[src/rtl/mema_row_loader.sv]
// Assembles DIM-element A rows from a word stream, writes them into memA, then drives memA's
// shift enable for the skewed-drain window. Optional abort input: define MEMA_LDR_ABORT_EN.
module mema_row_loader #(
   parameter int BITS_AB = 8,
   parameter int DIM     = 8,
   parameter int WORD_W  = 32
) (
   input  logic                             clk,
   input  logic                             rst_n,
   input  logic                             load,
   input  logic                             start,
`ifdef MEMA_LDR_ABORT_EN
   input  logic                             abort,
`endif
   input  logic                             wr_valid,
   output logic                             wr_ready,
   input  logic [WORD_W-1:0]                wr_data,
   output logic                             WrEn,
   output logic [$clog2(DIM)-1:0]           Arow,
   output logic [DIM-1:0][BITS_AB-1:0]      Ain,
   output logic                             en,
   output logic                             loaded,
   output logic                             busy,
   output logic                             done
);

   localparam int WPR   = DIM * BITS_AB / WORD_W;
   localparam int DRAIN = 3 * DIM - 2;
   localparam int ROW_W = DIM * BITS_AB;
   localparam int WCW   = (WPR > 1) ? $clog2(WPR) : 1;
   localparam int RCW   = $clog2(DIM);
   localparam int SCW   = $clog2(DRAIN + 1);

   typedef enum logic [2:0] {IDLE, LOAD, COMMIT, READY, STREAM} state_t;

   state_t             state_q, state_d;
   logic [WCW-1:0]     word_cnt_q, word_cnt_d;
   logic [RCW-1:0]     row_cnt_q, row_cnt_d;
   logic [SCW-1:0]     strm_cnt_q, strm_cnt_d;
   logic [ROW_W-1:0]   row_buf_q, row_buf_d;
   logic [ROW_W-1:0]   ain_q, ain_d;
   logic               wr_en_q, wr_en_d;
   logic               en_q, en_d;
   logic               done_q, done_d;

   always_comb begin
      state_d    = state_q;
      word_cnt_d = word_cnt_q;
      row_cnt_d  = row_cnt_q;
      strm_cnt_d = strm_cnt_q;
      row_buf_d  = row_buf_q;
      ain_d      = ain_q;
      done_d     = 1'b0;
      case (state_q)
         IDLE: begin
            if (load) begin
               state_d    = LOAD;
               word_cnt_d = '0;
               row_cnt_d  = '0;
            end
         end
         LOAD: begin
            if (wr_valid) begin
               row_buf_d[int'(word_cnt_q)*WORD_W +: WORD_W] = wr_data;
               if (word_cnt_q == WCW'(WPR - 1)) begin
                  // Capture the completed row so Ain is stable throughout COMMIT
                  ain_d      = row_buf_d;
                  word_cnt_d = '0;
                  state_d    = COMMIT;
               end else begin
                  word_cnt_d = word_cnt_q + WCW'(1);
               end
            end
         end
         COMMIT: begin
            if (row_cnt_q == RCW'(DIM - 1)) begin
               state_d = READY;
            end else begin
               row_cnt_d = row_cnt_q + RCW'(1);
               state_d   = LOAD;
            end
         end
         READY: begin
            if (start) begin
               strm_cnt_d = '0;
               state_d    = STREAM;
            end
         end
         STREAM: begin
            if (strm_cnt_q == SCW'(DRAIN - 1)) begin
               state_d = IDLE;
               done_d  = 1'b1;
            end else begin
               strm_cnt_d = strm_cnt_q + SCW'(1);
            end
         end
         default: state_d = IDLE;
      endcase
`ifdef MEMA_LDR_ABORT_EN
      if (abort) begin
         state_d = IDLE;
         done_d  = 1'b0;
      end
`endif
      // Strobes are registered off the next state so they align with the state they belong to
      wr_en_d = (state_d == COMMIT);
      en_d    = (state_d == STREAM);
   end

   always_ff @(posedge clk) begin
      if (!rst_n) begin
         state_q    <= IDLE;
         word_cnt_q <= '0;
         row_cnt_q  <= '0;
         strm_cnt_q <= '0;
         row_buf_q  <= '0;
         ain_q      <= '0;
         wr_en_q    <= 1'b0;
         en_q       <= 1'b0;
         done_q     <= 1'b0;
      end else begin
         state_q    <= state_d;
         word_cnt_q <= word_cnt_d;
         row_cnt_q  <= row_cnt_d;
         strm_cnt_q <= strm_cnt_d;
         row_buf_q  <= row_buf_d;
         ain_q      <= ain_d;
         wr_en_q    <= wr_en_d;
         en_q       <= en_d;
         done_q     <= done_d;
      end
   end

   assign wr_ready = (state_q == LOAD);
   assign loaded   = (state_q == READY);
   assign busy     = (state_q != IDLE);
   assign WrEn     = wr_en_q;
   assign en       = en_q;
   assign done     = done_q;
   assign Arow     = row_cnt_q;
   assign Ain      = ain_q;

endmodule

[config.mk]
export PLATFORM = sky130hd
export DESIGN_NAME = mema_row_loader
export DESIGN_NICKNAME = d
export VERILOG_FILES = /design/src/rtl/mema_row_loader.sv
export SDC_FILE = /design/constraint.sdc
export NUM_CORES = 1
export LEC_CHECK = 0
export CORE_AREA = 2 2 135 137
export CTS_CLUSTER_DIAMETER = 120
export DETAILED_ROUTE_END_ITERATION = 8
export DIE_AREA = 0 0 137 139
export SYNTH_ARGS = -nofsm -noshare
export SYNTH_HDL_FRONTEND = slang
export SYNTH_SLANG_ARGS = --single-unit
export TNS_END_PERCENT = 30
[constraint.sdc]
create_clock -name clk -period 1.9 [get_ports clk]
set_input_delay 0.38 -clock clk [delete_from_list [all_inputs] [get_ports clk]]
set_output_delay 0.38 -clock clk [all_outputs]
set_load 0.1 [all_outputs]
# Word-level counts from Yosys, hierarchy flattened

Cells that the tools add are included.

Register bits: 143
Input bits: 37
Output and inout port bits: 73
Logic and storage cells: 58

Add/subtract/negate cells: 4
Equality and inequality tests: 13
Shifts and indexed selects: 2
Muxes and demuxes: 19
Reduce and logical (&&, ||, !) cells: 11

Operator list:

| operator                   | number |
|---|---|
| $bwmux W64                 | 1 |
| $shift A32 B33 Y64 const A | 1 |
| $shiftx A32 B33 Y64        | 1 |
| $neg A6 Y33                | 1 |
| $mux W3                    | 7 |
| $pmux W3 S5                | 1 |
| $reduce_and A3 Y1          | 4 |
| $mux W5                    | 2 |
| $ne A2 B2 Y1 const B       | 5 |
| $pmux W5 S2                | 1 |
| $eq A3 B2 Y1 const B       | 3 |
| $eq A3 B3 Y1 const B       | 3 |
| $pmux W3 S2                | 1 |
| $reduce_bool A2 Y1         | 3 |
| $add A5 B1 Y5 const B      | 1 |
| $eq A5 B5 Y1 const B       | 1 |
| $mux W1                    | 4 |
| $reduce_and A2 Y1          | 2 |
| $add A3 B1 Y3 const B      | 1 |
| $eq A3 B1 Y1 const B       | 1 |
| $logic_not A3 Y1           | 1 |
| $reduce_bool A3 Y1         | 1 |
| $mux W2                    | 1 |
| $pmux W1 S2                | 1 |
| $add A1 B1 Y1 const B      | 1 |

# Depth between registers and ports, before layout

Gate-level depths: netlist of run 1.

Word-level depth: 4
Gate-level depth with buffers: 7
Mapped depth without buffers: 6

# Worst setup path before layout of run 1

OpenSTA, ideal clock, no wires.

Kind: register to register
Start: register row_cnt_q[0], in the netlist Arow[0]
End: register row_cnt_q[0], in the netlist Arow[0]
Setup time: 0.067 ns
Arrival time: 1.943 ns
Slack: -0.109 ns
Stages on the path, launching flop included: 7
Buffers on the path: 0
Clock period less this slack: 2.009 ns
Path through: dfxtp_1 > ha_1 > ha_1 > nor2b_1 > o21ai_0 > a21oi_1 > nor2b_1

Longest elaborated chain between the ends: 3
Elaborated cells on any way between the ends: 6
Classes of those cells: add/sub: 1; eq/ne: 2; mux: 2; reduce/logical: 1

Ends and longest elaborated chain:

| element                                          | RTL line | RTL |
|---|---|---|
| start: declaration                               | 38       | `logic [RCW-1:0] row_cnt_q, row_cnt_d;` |
| start signal: assignment                         | 124      | `row_cnt_q <= row_cnt_d;` |
| $add A3 B1 Y3 or $eq A3 B3 Y1 (tied branches)    | 79, 76   |  |
| $mux W3 or $ne A2 B2 Y1 (tied branches)          | n/a      |  |
| $pmux W3 S2 or $reduce_and A3 Y1 (tied branches) | n/a      |  |

Several ways; a longest one is shown, not always the timed one. The select of a mux whose other input is x is not followed.
A chain may end at the register's enable or synchronous reset.

# Worst setup path in the final report of run 1

Start: register state_q[1]
End: output port busy

Longest elaborated chain between the ends: 1

Ends and longest elaborated chain:

| element                  | RTL line | RTL |
|---|---|---|
| start: declaration       | 36       | `state_t state_q, state_d;` |
| start signal: assignment | 122      | `state_q <= state_d;` |
| $reduce_bool A3 Y1       | 136      | `assign busy = (state_q != IDLE);` |
| end: declaration         | 23       | `output logic busy,` |

Every way passes these cells.

==> results_dict.tcl, run 1 <==
set metrics [dict create \
    ys.flop_type "dfxtp_1" \
    yosysSeqAreaShare 0.510 \
    core_area_um2 17700 \
    row_count 49 \
    synth_fp_nets 553 \
    cts_tree "yes" \
    fin_crit_ps 1790 \
    outcome "complete, no violations" \
    skew_ps 5.73 \
    cts_sinks 111 \
    syn_avg_cell_area_um2 8.51 \
    drc 0 \
    rrSetupSlack_ps 330 \
    via_per_inst 4.25 \
    finalWeightedCongestion 0.752 \
    diodes 0 \
    clock-root-buffer "clkbuf_16" \
    path_class "flop to output port" \
    first_pass_iters 4 \
    grt_max_degree 72 \
    finalSetupViolCount 0 \
    syn_area_um2 4360 \
    design_area_um2 5990 \
    fin_util 0.339 \
    p_per_area_nw_per_um2 758 \
    first_iter_violations 119 \
    cp_max_fo 11 \
    cts.clk_slew.worst_paths_ps 70 \
    fmax_ghz 0.559 \
    cp_data_required_time_ps 1520 \
    ys_seq_elements 111 \
    h-tree-depth 3 \
    post-cts-setup-buffers 0 \
    routed_wl_um 10400 \
    post_drt_wl_per_cell_um 12.4 \
    cp-start-kind "flop" \
    rsz0062_at_grt "no" \
    yosys_warnings 0 \
    cap_violations 0 \
    clock_path_buffers 2 \
    ios 110 \
    synth_edf_count 0 \
    hold_path.class "flop to flop" \
    cp_num_buf_inv 1 \
    nNetsFinal 648 \
    die_h_um 139 \
    chipWidth_um 137 \
    path_cells "or3_1 -> buf_12" \
    overflow 0 \
    start_util 0.247 \
    relSlewSlack 0.750 \
    cts-buffers-inserted 9 \
    yosysUniqueCellTypes 40 \
    hpwl_um 7080 \
    clk_latency_ps 340 \
    crit_arrival_ps 1410 \
    grt_pass1_wl_um 17000 \
    ir_drop_mv 0.396 \
    crit_path_max_incr_delay_ps 450 \
    final.period_utilization 0.941 \
    antenna_found_initial 0 \
    die_area_um2 19000 \
    hold_violations 0 \
    place_area_um2 5720 \
    grt_pass1_vias 3358 \
    grtUsageTotal 0.112 \
    worstMarginPinSlew_ps 370 \
    async_reset_ff_frac 0 \
    critPathTopFamily "simple AND/OR/NAND/NOR gates" \
    slowest_stage "or3_1" \
    drive_gt1_frac 0.184 \
    p_leak_nw 2.22 \
    final_antenna_net_count 0 \
    maxSlewViolCount 0 \
    worstSetupEndpointType "output port" \
    syn_inst 512 \
    route.vias.total 3569 \
    area_growth_pct 37.5 \
    portBuffers 109 \
]
area by class of cell:
| type | instances | area (µm²) |
|---|---|---|
| fillers | 1917 | 11700 |
| flip-flops and latches | 111 | 2230 |
| multi-input cells | 356 | 1930 |
| repair buffers | 126 | 1270 |
| well taps | 229 | 287 |
| clock buffers | 13 | 260 |
| inverters | 3 | 11.3 |
| clock inverters | 1 | 5.00 |
synth_stat cells (2+ instances only):
cell type	instances	share of area
nor2_1	9	0.0078
nor3b_1	2	0.0034
buf_1	2	0.0017
nand2_1	198	0.17
o21ai_0	3	0.0034
a21oi_1	2	0.0023
dfxtp_1	111	0.51
a21boi_0	59	0.10
and2_1	3	0.0043
o21a_1	2	0.0034
buf_2	17	0.020
nand4b_1	2	0.0040
o2111ai_1	2	0.0040
xor2_1	3	0.0060
nor2b_1	4	0.0057
nand3_1	2	0.0023
a31oi_1	2	0.0029
buf_6	3	0.0078
clkbuf_1	18	0.016
a21boi_1	40	0.069
inv_1	3	0.0026
buf_4	2	0.0034
and3_1	3	0.0043
ha_1	4	0.011
cells in the final DEF, fill, tap and decap left out, types with 2 or more instances in the layout:
master           netlist  layout
nand3_1                2       2
o21a_1                 2       2
nor2b_1                4       4
clkbuf_16              0       9
a21oi_1                2       2
nor2_1                 9       9
buf_12                 0      19
buf_4                  2      71
dfxtp_1              111     108
o21ai_0                3       3
o2111ai_1              2       2
ha_1                   4       4
nor3b_1                2       2
dfxtp_2                0       3
clkdlybuf4s50_1        0      35
nand4b_1               2       2
and3_1                 3       3
clkbuf_1              18       2
and2_1                 3       3
a21boi_0              59      59
xor2_1                 3       3
inv_1                  3       3
a31oi_1                2       2
a21boi_1              40      40
clkbuf_8               0       2
nand2_1              198     198
power breakdown:
group | internal (mW) | switching [mW]
clock | 0.947 | 0.807
combinational | 0.173 | 0.225
sequential | 2.37 | 0.0231
total | 3.49 | 1.06
cells by family after synthesis:
| family | count (synthesis) | synth area share |
|---|---|---|
| simple gates | 235 | 0.227 |
| compound gates | 113 | 0.192 |
| flops | 111 | 0.510 |
| buf+inv | 45 | 0.0506 |
| fa+ha+maj | 4 | 0.0115 |
| xor+xnor | 3 | 0.00603 |
| mux | 1 | 0.00230 |
tightest hold or removal path, stage by stage, from the launching register on:
cell and delay, ps:
dfxtp_1 310, nand2_1 50, a21boi_1 50
layer usage:
metal | wire, µm | global-route usage
met5 | 0 | 0
met4 | 153 | 0.0385
met3 | 581 | 0.0373
met2 | 4720 | 0.170
met1 | 4930 | 0.149
repair_timing:
item                                    CTS  global route
hold buffers                              0             0
gates resized for setup                   0             1
endpoints found under the setup margin    0             1
through the flow:
step / setup TNS (ps) / instances / setup slack [ps] / total power, mW / hold WS [ps]
floorplan: -15.9 / 512 / -15.9 / 2.67 / 431
global placement: 0 / 825 / 1.02 / 2.84 / 440
detailed placement: -10.1 / 825 / -10.1 / 2.85 / 445
CTS: 0 / 839 / 19.7 / 4.63 / 444
global route: 0 / 839 / 49.3 / 4.74 / 465
finish: 0 / 839 / 112 / 4.54 / 453
path summary, 6_finish.rpt:
kind | startpoint | depth (start not counted) | to
min reg2reg | row_buf_q[21] | 2 | row_buf_q[21]
min | row_buf_q[21] | 2 | row_buf_q[21]
max | state_q[1] | 2 | busy
max reg2reg | state_q[2] | 5 | row_buf_q[15]
flip-flops by register name, summed over array words and instances (netlist names):
signal	flops
state_q	3
strm_cnt_q	5
WrEn	1
word_cnt_q	1
done	1
en	1
Arow	3
row_buf_q	32
Ain	64
No activity file was read; power rests on OpenSTA's default activity.
==> inputs of run 2 (changes only) <==
--- a/config.mk
+++ b/config.mk
@@ -9,6 +9,7 @@
 export CTS_CLUSTER_DIAMETER = 120
 export DETAILED_ROUTE_END_ITERATION = 8
 export DIE_AREA = 0 0 137 139
+export SKIP_LAST_GASP = 1
 export SYNTH_ARGS = -nofsm -noshare
 export SYNTH_HDL_FRONTEND = slang
 export SYNTH_SLANG_ARGS = --single-unit
==> results of run 2 <==
The final DEF is identical to that of run 1; final timing and power are the same.
